File: src/rtl/jtag_halt_ctrl_if.sv
// jtag_halt_ctrl_if - debug-module <-> core halt/reset control signals.
//   halt_req_i  : DM halt request (level)
//   reset_req_i : DM core-reset request (acted on at rising edge)
//   core_idle_i : core pipeline drained, no bus transaction outstanding
//   core_halt_o : core stall
//   core_rst_o  : active-high core reset pulse
//   halted_o    : halted status back to the DM
//   timeout_o   : sticky, halt was forced after waiting too long for idle
// master: request/idle source (DM + core side); slave: jtag_halt_ctrl.
interface jtag_halt_ctrl_if;
  logic halt_req_i;
  logic reset_req_i;
  logic core_idle_i;
  logic core_halt_o;
  logic core_rst_o;
  logic halted_o;
  logic timeout_o;

  modport master (
    output halt_req_i, reset_req_i, core_idle_i,
    input  core_halt_o, core_rst_o, halted_o, timeout_o
  );

  modport slave (
    input  halt_req_i, reset_req_i, core_idle_i,
    output core_halt_o, core_rst_o, halted_o, timeout_o
  );
endinterface

File: src/rtl/jtag_halt_ctrl.sv
// jtag_halt_ctrl - sequences core halt, resume and reset for the JTAG DM.
// Turns the DM's level halt request and edge-triggered reset request into a
// core stall, a RST_CYCLES-wide core reset pulse and a halted status.
//
// Parameters:
//   RST_CYCLES     : core reset pulse width in clk cycles (>= 2)
//   TIMEOUT_CYCLES : max cycles waiting for core_idle_i before a forced halt
//                    (>= 2, only used when JTAG_HALT_TIMEOUT_EN is defined)
// Ports:
//   clk, rst_n : clock, asynchronous active-low reset
//   bus        : jtag_halt_ctrl_if.slave (requests in, stall/reset/status out)
// Build option:
//   JTAG_HALT_TIMEOUT_EN : enables the halt-wait timeout counter; when
//                          undefined, timeout_o is tied to 0.
module jtag_halt_ctrl #(
  parameter int unsigned RST_CYCLES     = 16,
  parameter int unsigned TIMEOUT_CYCLES = 1024
) (
  input  logic              clk,
  input  logic              rst_n,
  jtag_halt_ctrl_if.slave   bus
);

  typedef enum logic [1:0] {
    RUN       = 2'd0,
    HALT_WAIT = 2'd1,
    HALTED    = 2'd2,
    RESET     = 2'd3
  } state_t;

  localparam int unsigned RCW = (RST_CYCLES > 1) ? $clog2(RST_CYCLES) : 1;
  localparam logic [RCW-1:0] RST_LAST = RCW'(RST_CYCLES - 1);

  state_t state_q, state_d;

  logic reset_req_q;
  logic rst_edge;
  logic [RCW-1:0] rst_cnt_q;
  logic rst_done;
  logic tmo_hit;

  logic core_halt_q, core_halt_d;
  logic core_rst_q, core_rst_d;
  logic halted_q, halted_d;

  assign rst_edge = bus.reset_req_i & ~reset_req_q;
  assign rst_done = (rst_cnt_q == RST_LAST);

  always_ff @(posedge clk or negedge rst_n) begin
    if (!rst_n) begin
      reset_req_q <= 1'b0;
    end else begin
      reset_req_q <= bus.reset_req_i;
    end
  end

  // Counter is held at zero outside RESET, so it starts from zero on entry
  // and saturates at the terminal count while in RESET.
  always_ff @(posedge clk or negedge rst_n) begin
    if (!rst_n) begin
      rst_cnt_q <= '0;
    end else if (state_q != RESET) begin
      rst_cnt_q <= '0;
    end else if (!rst_done) begin
      rst_cnt_q <= rst_cnt_q + 1'b1;
    end
  end

`ifdef JTAG_HALT_TIMEOUT_EN
  localparam int unsigned TCW = (TIMEOUT_CYCLES > 1) ? $clog2(TIMEOUT_CYCLES) : 1;
  localparam logic [TCW-1:0] TMO_LAST = TCW'(TIMEOUT_CYCLES - 1);

  logic [TCW-1:0] tmo_cnt_q;
  logic timeout_q, timeout_d;

  assign tmo_hit = (tmo_cnt_q == TMO_LAST);

  always_ff @(posedge clk or negedge rst_n) begin
    if (!rst_n) begin
      tmo_cnt_q <= '0;
    end else if (state_q != HALT_WAIT) begin
      tmo_cnt_q <= '0;
    end else if (!tmo_hit) begin
      tmo_cnt_q <= tmo_cnt_q + 1'b1;
    end
  end

  // Sticky: set only when HALTED is reached by timeout rather than by idle,
  // cleared whenever the FSM returns to RUN.
  always_comb begin
    timeout_d = timeout_q;
    if (state_d == RUN) begin
      timeout_d = 1'b0;
    end else if ((state_q == HALT_WAIT) && (state_d == HALTED) && !bus.core_idle_i) begin
      timeout_d = 1'b1;
    end
  end

  always_ff @(posedge clk or negedge rst_n) begin
    if (!rst_n) begin
      timeout_q <= 1'b0;
    end else begin
      timeout_q <= timeout_d;
    end
  end

  assign bus.timeout_o = timeout_q;
`else
  assign tmo_hit       = 1'b0;
  assign bus.timeout_o = 1'b0;
`endif

  // State register
  always_ff @(posedge clk or negedge rst_n) begin
    if (!rst_n) begin
      state_q <= RUN;
    end else begin
      state_q <= state_d;
    end
  end

  // Next-state logic
  always_comb begin
    state_d = state_q;
    unique case (state_q)
      RUN: begin
        if (bus.halt_req_i) state_d = HALT_WAIT;
      end
      HALT_WAIT: begin
        // Withdrawal beats idle when both arrive together.
        if (!bus.halt_req_i)      state_d = RUN;
        else if (bus.core_idle_i) state_d = HALTED;
        else if (tmo_hit)         state_d = HALTED;
      end
      HALTED: begin
        if (!bus.halt_req_i) state_d = RUN;
      end
      RESET: begin
        if (rst_done) state_d = bus.halt_req_i ? HALTED : RUN;
      end
      default: state_d = RUN;
    endcase
    // A reset request overrides everything, except while already in RESET.
    if (rst_edge && (state_q != RESET)) state_d = RESET;
  end

  // Output logic: decoded from the next state so the registered outputs
  // line up with the state register.
  always_comb begin
    core_halt_d = (state_d != RUN);
    core_rst_d  = (state_d == RESET);
    halted_d    = (state_d == HALTED);
  end

  always_ff @(posedge clk or negedge rst_n) begin
    if (!rst_n) begin
      core_halt_q <= 1'b0;
      core_rst_q  <= 1'b0;
      halted_q    <= 1'b0;
    end else begin
      core_halt_q <= core_halt_d;
      core_rst_q  <= core_rst_d;
      halted_q    <= halted_d;
    end
  end

  assign bus.core_halt_o = core_halt_q;
  assign bus.core_rst_o  = core_rst_q;
  assign bus.halted_o    = halted_q;

endmodule

File: src/flat_wrapper.sv
// flat-port wrapper written by rule: the top's interface ports become plain ports
module jtag_halt_ctrl_flat 
#(
  parameter int unsigned RST_CYCLES     = 16,
  parameter int unsigned TIMEOUT_CYCLES = 1024
)
  (clk, rst_n, bus_halt_req_i, bus_reset_req_i, bus_core_idle_i, bus_core_halt_o, bus_core_rst_o, bus_halted_o, bus_timeout_o);
  jtag_halt_ctrl_if bus_i ();
  input  logic clk;
  input  logic rst_n;
  input wire logic [$bits(bus_i.halt_req_i)-1:0] bus_halt_req_i;
  input wire logic [$bits(bus_i.reset_req_i)-1:0] bus_reset_req_i;
  input wire logic [$bits(bus_i.core_idle_i)-1:0] bus_core_idle_i;
  output wire logic [$bits(bus_i.core_halt_o)-1:0] bus_core_halt_o;
  output wire logic [$bits(bus_i.core_rst_o)-1:0] bus_core_rst_o;
  output wire logic [$bits(bus_i.halted_o)-1:0] bus_halted_o;
  output wire logic [$bits(bus_i.timeout_o)-1:0] bus_timeout_o;
  assign bus_i.halt_req_i = bus_halt_req_i;
  assign bus_i.reset_req_i = bus_reset_req_i;
  assign bus_i.core_idle_i = bus_core_idle_i;
  assign bus_core_halt_o = bus_i.core_halt_o;
  assign bus_core_rst_o = bus_i.core_rst_o;
  assign bus_halted_o = bus_i.halted_o;
  assign bus_timeout_o = bus_i.timeout_o;
  jtag_halt_ctrl #(.RST_CYCLES(RST_CYCLES), .TIMEOUT_CYCLES(TIMEOUT_CYCLES)) u_core (.clk(clk), .rst_n(rst_n), .bus(bus_i));
endmodule
File: config.mk
export PLATFORM = sky130hd
export DESIGN_NAME = jtag_halt_ctrl_flat
export DESIGN_NICKNAME = d
export VERILOG_FILES = /design/src/rtl/jtag_halt_ctrl_if.sv /design/src/rtl/jtag_halt_ctrl.sv /design/src/flat_wrapper.sv
export SDC_FILE = /design/constraint.sdc
export NUM_CORES = 1
export LEC_CHECK = 0
export BUFFER_PORTS_ARGS = -buffer_cell sky130_fd_sc_hd__buf_2
export CAP_MARGIN = 20
export CORE_AREA = 5 5 42 44
export DETAILED_ROUTE_END_ITERATION = 10
export DIE_AREA = 0 0 47 49
export GPL_TIMING_DRIVEN = 0
export PLACE_DENSITY = 0.51
export SLEW_MARGIN = 10
export SYNTH_ARGS = -nofsm -noshare
export SYNTH_HDL_FRONTEND = slang
export SYNTH_SLANG_ARGS = --single-unit
File: constraint.sdc
create_clock -name clk -period 3.4 [get_ports clk]
set_clock_uncertainty 0.05 [all_clocks]
set_input_delay 0.68 -clock clk [delete_from_list [all_inputs] [get_ports clk]]
set_output_delay 0.68 -clock clk [all_outputs]
set_load 0.05 [all_outputs]
==> results of run 1 <==
## stage by stage
stage	util, %	cell area [um2]	cells	setup WS [ns]
6_report	38.66	541.8	68	1.828
5_1_grt	38.66	541.8	68	1.781
4_1_cts	38.66	541.8	68	1.799
3_5_place_dp	36.07	505.5	64	1.769
3_3_place_gp	36.07	505.5	64	1.791
2_1_floorplan	-	450.4	41	1.972
## state kept, by name (all words and copies together), names as in the netlist
name and cells:
u_core.bus.core_rst_o 1, u_core.reset_req_q 1, u_core.bus.core_halt_o 1, u_core.bus.halted_o 1
u_core.state_q 2, u_core.rst_cnt_q 4
## synth_stat cells
library cell | n | share of area [%]
a21oi_1 | 1 | 1.1
a2bb2oi_1 | 1 | 1.9
a31oi_1 | 1 | 1.4
a32o_1 | 1 | 2.2
and3_4 | 1 | 2.5
buf_4 | 1 | 1.7
conb_1 | 1 | 0.83
dfrtp_1 | 10 | 56
ha_1 | 1 | 2.8
inv_1 | 2 | 1.7
mux2i_1 | 2 | 4.4
nand2_1 | 2 | 1.7
nand2_2 | 1 | 1.4
nand2b_1 | 1 | 1.4
nand3_1 | 2 | 2.2
nor2_1 | 4 | 3.3
nor2b_1 | 1 | 1.4
nor3_1 | 3 | 3.3
nor3b_1 | 1 | 1.7
o21ai_0 | 1 | 1.1
o21ai_1 | 1 | 1.1
o2bb2ai_2 | 1 | 3.3
xnor2_1 | 1 | 1.9
## worst max path at each step
stage / cells past startpoint / endpoint / start / slack [ns]
after global placement: 4 / u_core.bus.halted_o / bus_reset_req_i / 1.79
after floorplan: 3 / u_core.bus.halted_o / bus_reset_req_i / 1.97
after global routing: 1 / bus_core_rst_o / u_core.bus.core_rst_o / 1.78
after detailed placement: 4 / u_core.bus.halted_o / bus_reset_req_i / 1.77
after CTS: 1 / bus_core_rst_o / u_core.bus.core_rst_o / 1.80
final: 1 / bus_core_rst_o / u_core.bus.core_rst_o / 1.83
## area by class of cell
class | instances | area, um2 | area share, %
buffer | 1 | 7.507 | 1.386
clock buffer | 4 | 36.28 | 6.697
timing repair buffer | 7 | 35.03 | 6.467
multi-input combinational | 28 | 185.2 | 34.18
tap | 16 | 20.02 | 3.695
sequential | 10 | 250.2 | 46.19
inverter | 2 | 7.507 | 1.386
## where the power goes
part	switching [mW]	internal (mW)	leakage (nW)	total [mW]
Clock	0.0407	0.0650	0.0210	0.106
Combinational	0.0923	0.0473	0.106	0.140
Sequential	0.0347	0.153	0.121	0.188
Total	0.168	0.265	0.247	0.433
## per-layer routing
layer / up-vias / GRT usage [%]
li1: 164 / -
met1: 146 / 11.04
met2: 6 / 10.86
met3: 2 / 3.321
met4: 0 / 6.912
met5: - / 0
## logic make-up (layout without fill, tap and decap cells)
kind of cell    after synthesis  after routing  share of synthesized area (%)
simple gates                 16             16                          18.89
xor+xnor                      1              1                          1.945
compound gates                7              7                          12.22
fa+ha+maj                     1              1                          2.777
mux                           2              2                          4.445
buf+inv                       3             14                          3.335
other cells                   1              1                         0.8325
flops                        10             10                          55.56
==> results.py, run 1 <==
metrics = {
    "outcome": {
        "status": "finished, final reports clean",
    },
    "cells_and_area": {
        "mostFrequentLayoutCell": "dfrtp_1",
        "fillCellCount": 154,
        "synthToLayoutAreaGrowth_pct": 20.28,
        "drive_above_1_share_pct": 28.85,
        "final_cell_mix": "10 x dfrtp_1, 7 x buf_2, 4 x nor2_1",
        "nets": 59,
        "antenna_cells": 0,
    },
    "yosys": {
        "synthCells": 41,
        "syn-num-nets": 47,
        "synthDistinctLibCells": 23,
        "syn_avg_cell_area_um2": 10.99,
        "syn_area_um2": 450.4,
        "ys_ff_latch": 10,
        "synth-seq-area-share_pct": 55.56,
        "ys_warn_count": 0,
    },
    "setup_path": {
        "rr_endpoint": "u_core.bus.halted_o",
        "endpoint_kind": "primary output",
        "critPathArrivalTime_ns": 0.84,
        "critPathSlowestCell": "dfrtp_1",
        "path_cells": "buf_2",
        "reg2regPathDepth": 4,
        "path_class": "reg -> out",
        "crit_buf_inv": 1,
        "worstSetupStartpointType": "flip-flop",
        "required_ns": 2.67,
        "critical-path-top-delay-family": "flip-flops",
        "r2r_slack_ns": 1.95,
        "max_stage_delay_ns": 0.33,
        "timing.rr.start": "u_core.rst_cnt_q[0]",
        "path_max_fanout": 1,
    },
    "global_route": {
        "grt_max_degree": 11,
        "overflow": 0,
        "antenna_found_initial": 0,
        "grt_pass1_vias": 309,
        "grt_pass1_wl_mm": 1.380,
        "grt_use_total_pct": 8.588,
    },
    "routing": {
        "first_pass_iters": 3,
        "route.met3.wl_um": 55,
        "wl_um": 776,
        "highest_layer": "met4",
        "post_drt_wl_per_cell_um": 11.41,
        "vias_per_cell": 4.676,
        "drt_iter0_drc": 5,
        "vias": 318,
        "drc": 0,
        "ant_nets": 0,
        "wl_met2_um": 349,
        "m1WireLength_um": 366,
    },
    "place": {
        "globalplace.congestion": 0.7499,
        "io_buffers": 7,
        "post-dp-hpwl_um": 604.9,
    },
    "timing": {
        "fin_crit_ns": 1.572,
        "hold_viol_final": 0,
        "holdWs_ns": 0.2166,
        "setup_viol": 0,
        "rsz0062_at_grt": "false",
        "fin_crit_sh_pct": 46.24,
        "tns_ns": 0,
        "drv_slew": 0,
        "fmax_mhz": 636.0,
    },
    "clocking": {
        "cts_sinks": 10,
        "numCtsBuffers": 3,
        "path_clk_slew_ns": 0.07,
        "cts-htree-levels": 1,
        "cts_root_buf": "clkbuf_4",
        "ctsResizeCount": 0,
        "cts_hold_buf": 0,
        "clk_latency_ns": 0.26,
        "cts_setup_buffers": 0,
        "clk_path_buf_depth": 2,
        "tritoncts": "built",
    },
    "floorplanning": {
        "core.rowCount": 14,
        "die_x_um": 47,
        "core-area_um2": 1401,
        "die_y_um": 49,
        "die_area_um2": 2303,
        "start_util_pct": 32.14,
        "io_pins": 9,
    },
    "min_path": {
        "min_path_type": "in -> async",
    },
    "power_and_ir_drop": {
        "ir_worst_vdd_mv": 0.3060,
        "total_power_mw": 0.4332,
        "leakage_nw": 0.2475,
        "power_density_nw_per_um2": 799.7,
    },
    "job": {
        "cap_violations": 0,
    },
}
Power figures use the tool's default switching activity.
==> inputs of run 2 (changes only) <==
Settings changed: PLACE_DENSITY 0.51 to 0.53.
Clock period 3.4 ns to 1.3 ns, I/O delays scaled along.
==> results.py, run 2 (synthesized netlist as in run 1, its figures left out) <==
metrics = {
    "outcome": {
        "status": "finished, final reports clean",
    },
    "floorplanning": {
        "die_y_um": 49,
        "start_util_pct": 32.14,
        "die_area_um2": 2303,
        "core.rowCount": 14,
        "io_pins": 9,
        "die_x_um": 47,
        "core-area_um2": 1401,
    },
    "clocking": {
        "clk_latency_ns": 0.25,
        "tritoncts": "built",
        "ctsResizeCount": 0,
        "cts_sinks": 10,
        "cts-htree-levels": 1,
        "numCtsBuffers": 3,
        "cts_root_buf": "clkbuf_4",
        "path_clk_slew_ns": 0.06,
        "clk_path_buf_depth": 2,
    },
    "timing": {
        "fin_crit_ns": 1.284,
        "fin_crit_sh_pct": 98.78,
        "hold_viol_final": 0,
        "holdWs_ns": 0.07372,
        "setup_viol": 0,
        "rsz0062_at_grt": "true",
        "fmax_mhz": 778.7,
        "drv_slew": 0,
        "fin_ws_ns": 0.01580,
    },
    "place": {
        "globalplace.congestion": 0.7349,
        "preCtsSetupSlack_ns": -0.03678,
        "post-dp-hpwl_um": 593.9,
        "io_buffers": 7,
        "placed_area_um2": 508.0,
    },
    "cells_and_area": {
        "multiInputGateArea_um2": 187.7,
        "regArea_um2": 250.2,
        "drive_above_1_share_pct": 33.93,
        "synthToLayoutAreaGrowth_pct": 26.67,
        "nets": 64,
        "largest_reg_flops": 4,
        "post-route-util_pct": 40.71,
        "mostFrequentLayoutCell": "dfrtp_1",
        "final_cell_mix": "10 x dfrtp_1, 7 x buf_2, 5 x buf_4",
        "regMostFlops": "u_core.rst_cnt_q",
        "fillCellCount": 154,
        "antenna_cells": 0,
        "finalInstanceArea_um2": 570.5,
        "reg.largest.list": "u_core.rst_cnt_q (4), u_core.state_q (2)",
    },
    "global_route": {
        "grt_pass1_wl_mm": 1.428,
        "busiest_layer": "met1",
        "grt_pass1_vias": 318,
        "grt_use_total_pct": 8.890,
        "grt_max_degree": 11,
        "use_met1_pct": 12.02,
        "antenna_found_initial": 0,
        "grtUsageMet3_pct": 4.428,
        "gr-usage-met2_pct": 10.86,
        "overflow": 0,
    },
    "routing": {
        "drc": 0,
        "first_pass_iters": 2,
        "ant_nets": 0,
        "wl_um": 786,
        "vias_per_cell": 4.417,
        "drt_iter0_drc": 4,
        "vias": 318,
        "post_drt_wl_per_cell_um": 10.92,
    },
    "setup_path": {
        "critPathArrivalTime_ns": 1.37,
        "endpoint_kind": "flip-flop",
        "required_ns": 1.38,
        "crit_start": "u_core.rst_cnt_q[1]",
        "worstSetupStartpointType": "flip-flop",
        "critPathCapture": "u_core.bus.halted_o",
        "path_max_fanout": 3,
        "rr_endpoint": "u_core.bus.halted_o",
        "reg2regPathDepth": 4,
        "path_class": "reg -> reg",
        "timing.rr.start": "u_core.rst_cnt_q[1]",
        "r2r_slack_ns": 0.02,
    },
    "power_and_ir_drop": {
        "power_density_nw_per_um2": 1944,
        "ir_worst_vdd_mv": 0.9099,
        "leakage_nw": 0.2631,
    },
    "min_path": {
        "min_path_type": "in -> reg",
        "hold_path.startpoint": "bus_reset_req_i",
    },
    "job": {
        "cap_violations": 0,
    },
}
run 2: stage by stage:
step | TNS (ns) | total power, mW | std cells
floorplan | 0 | 0.7755 | 41
global placement | -0.03198 | 0.8630 | 64
detailed placement | -0.03678 | 0.8726 | 64
CTS | 0 | 1.119 | 71
global route | -0.04226 | 1.211 | 72
finish | 0 | 1.109 | 72
run 2: how the worst min path moves through the flow:
stage                             endpoint  slack (ns)  cells past startpoint
global route            u_core.reset_req_q        0.05                      1
floorplan           u_core.bus.core_halt_o       -0.09                      0
global placement       u_core.rst_cnt_q[0]        0.09                      1
finish                  u_core.reset_req_q        0.07                      1
detailed placement     u_core.rst_cnt_q[1]        0.08                      1
CTS                     u_core.reset_req_q        0.06                      1
run 2: repair_timing:
item	in CTS	in global routing
hold endpoints to repair	10	0
setup buffers	3	1
hold buffers	1	0
endpoints found under the setup margin	2	1
run 2: power breakdown:
part / internal, mW / switching, mW / leakage, nW / total (mW)
logic: 0.171 / 0.270 / 0.128 / 0.442
clock network: 0.106 / 0.0857 / 0.0138 / 0.191
registers: 0.402 / 0.0741 / 0.121 / 0.476
total: 0.679 / 0.430 / 0.263 / 1.11
run 2: routing by layer:
metal / vias up / share of wire (%)
met3: 0 / 7.6
met4: 0 / 0
met1: 138 / 47
met5: - / 0
met2: 6 / 45
li1: 174 / -
run 2: worst max-delay path, cell delays in order (launching register included):
cell and delay [ns]:
dfrtp_1 0.38, ha_2 0.20, and3_4 0.19, o2bb2ai_2 0.12, a32o_1 0.23
run 2: area by class of cell:
cell class	instances	share of cell area, %
Sequential cell	10	43.86
Multi-Input combinational cell	28	32.89
Clock buffer	3	3.947
Timing Repair Buffer	12	13.16
Buffer	1	1.316
Inverter	2	1.316
Tap cell	16	3.509
==> inputs of run 3 (changes only) <==
Settings changed: ABC_AREA set to 1, PLACE_DENSITY 0.53 to 0.55, REMOVE_ABC_BUFFERS set to 1.
Clock period 1.3 ns to 1.1 ns, I/O delays scaled along.
==> results.py, run 3 <==
metrics = {
    "cells_and_area": {
        "synthToLayoutAreaGrowth_pct": 31.73,
        "mostFrequentLayoutCell": "dfrtp_1",
        "drive_above_1_share_pct": 39.34,
        "antenna_cells": 0,
        "stdcell_count": 77,
        "reg.largest.list": "u_core.rst_cnt_q (4), u_core.state_q (2)",
        "finalInstanceArea_um2": 618.1,
        "final_cell_mix": "10 x dfrtp_1, 7 x nand2_1, 4 x inv_1, 4 x buf_2",
        "largest_reg_flops": 4,
        "nets": 68,
        "regMostFlops": "u_core.rst_cnt_q",
        "post-route-util_pct": 44.11,
    },
    "timing": {
        "fin_ws_ns": -0.01413,
        "fmax_mhz": 897.6,
        "holdWs_ns": 0.04831,
        "fin_crit_sh_pct": 101.3,
        "drv_slew": 0,
        "tns_ns": -0.01530,
        "rsz0062_at_grt": "true",
        "hold_viol_final": 0,
        "fin_crit_ns": 1.114,
        "setup_viol": 2,
    },
    "global_route": {
        "overflow": 0,
        "grt_max_degree": 11,
        "grt_pass1_vias": 334,
        "antenna_found_initial": 0,
        "grt_use_total_pct": 8.659,
        "grt_pass1_wl_mm": 1.442,
    },
    "power_and_ir_drop": {
        "ir_worst_vdd_mv": 1.086,
        "leakage_nw": 0.2942,
        "power_density_nw_per_um2": 2682,
        "total_power_mw": 1.658,
    },
    "yosys": {
        "syn_avg_cell_area_um2": 9.775,
        "synth_ff_type": "dfrtp_1",
        "synth-seq-area-share_pct": 53.33,
        "synthTopCellsByArea": "dfrtp_1 53%, nand3_2 6.4%, nand2_1 6.4%",
        "ys_warn_count": 0,
        "synthDistinctLibCells": 19,
        "synth.top_cell.area_share_pct": 53.33,
        "synth.most_common_cell": "dfrtp_1",
        "synthCells": 48,
        "synth_largest_area_cell": "dfrtp_1",
        "ys_ff_latch": 10,
        "async_flop_share_pct": 100.0,
        "yosys-top-cells-count": "10 x dfrtp_1, 8 x nand2_1, 4 x inv_1, 4 x nor2_1",
        "syn_area_um2": 469.2,
        "synth-edff-count": 0,
    },
    "clocking": {
        "numCtsBuffers": 3,
        "tritoncts": "built",
        "clk_path_buf_depth": 2,
        "cts_sinks": 10,
        "cts-htree-levels": 1,
        "path_clk_slew_ns": 0.06,
        "cts_root_buf": "clkbuf_4",
        "clk_latency_ns": 0.26,
    },
    "floorplanning": {
        "io_pins": 9,
        "die_y_um": 49,
        "core-area_um2": 1401,
        "core.rowCount": 14,
        "die_x_um": 47,
        "die_area_um2": 2303,
        "start_util_pct": 33.48,
    },
    "place": {
        "dp_cells": 70,
        "placed_area_um2": 516.7,
        "preCtsSetupSlack_ns": -0.07572,
        "post-dp-hpwl_um": 594.6,
        "globalplace.congestion": 0.8390,
        "io_buffers": 7,
    },
    "min_path": {
        "hold_path_depth": 1,
        "hold_path.startpoint": "bus_reset_req_i",
        "min_to": "u_core.reset_req_q",
        "min_path_type": "in -> reg",
    },
    "setup_path": {
        "timing.rr.start": "u_core.rst_cnt_q[0]",
        "path_max_fanout": 3,
        "required_ns": 1.19,
        "r2r_slack_ns": -0.01,
        "rr_endpoint": "u_core.rst_cnt_q[0]",
        "critPathArrivalTime_ns": 1.21,
        "worstSetupStartpointType": "flip-flop",
        "path_class": "reg -> reg",
        "endpoint_kind": "flip-flop",
        "reg2regPathDepth": 5,
    },
    "outcome": {
        "status": "finished with violations",
        "violations": "negative setup slack",
    },
    "routing": {
        "drt_iter0_drc": 3,
        "ant_nets": 0,
        "first_pass_iters": 4,
        "vias_per_cell": 4.403,
        "vias": 339,
        "wl_um": 804,
        "post_drt_wl_per_cell_um": 10.44,
        "drc": 0,
    },
    "job": {
        "cap_violations": 0,
    },
}
[run 3: kinds of logic after synthesis]
kind of cell / Yosys count / share of synthesized area [%]
AOI/OAI and AO/OA: 4 / 4.265
other: 1 / 0.7992
and+or+nand+nor: 23 / 29.33
adders and majority gates: 1 / 2.666
DFF: 10 / 53.33
buffers and inverters: 8 / 7.466
muxes: 1 / 2.133
[run 3: repair_timing]
item	in CTS	in global routing
pin swaps	3	3
hold endpoints to repair	10	0
cloned	0	0
hold buffers	1	0
gates resized for setup	4	6
endpoints found under the setup margin	9	8
buffers inserted	2	0
[run 3: how the worst max path moves through the flow]
stage	startpoint	end	slack, ns	cells after the start
detailed placement	u_core.rst_cnt_q[0]	u_core.rst_cnt_q[0]	-0.08	5
global route	u_core.rst_cnt_q[0]	u_core.rst_cnt_q[0]	-0.07	5
global placement	u_core.rst_cnt_q[0]	u_core.rst_cnt_q[0]	-0.08	5
finish	u_core.rst_cnt_q[0]	u_core.rst_cnt_q[0]	-0.01	5
CTS	u_core.rst_cnt_q[0]	u_core.bus.core_rst_o	-0.008	6
floorplan	u_core.rst_cnt_q[0]	u_core.rst_cnt_q[0]	0.001	5
[run 3: cell type report]
cell class | instances | area [um2]
tap | 16 | 20.02
sequential | 10 | 250.2
clock buffer | 4 | 36.28
inverter | 7 | 27.53
timing repair buffer | 10 | 75.07
multi-input combinational | 30 | 209.0
fill | 145 | 783.3
[run 3: report_power, final]
group	switching [mW]	total, mW	leakage [nW]	internal [mW]
sequential	0.0825	0.575	0.124	0.492
clock	0.120	0.320	0.0210	0.201
combinational	0.480	0.763	0.149	0.283
total	0.682	1.66	0.294	0.976
[run 3: per-layer routing]
metal | global-route usage, % | up-vias | share of wire [%]
li1 | - | 179 | -
met1 | 12.39 | 154 | 49
met2 | 11.09 | 6 | 46
met3 | 4.428 | 0 | 5.0
met4 | 2.765 | 0 | 0
met5 | 0 | - | 0
[run 3: critical path, cell delays in order, from the launching register on]
cell and delay (ns):
dfrtp_1 0.41, ha_4 0.19, nand2_1 0.10, clkinv_1 0.07, nand3_1 0.11, mux2i_1 0.08
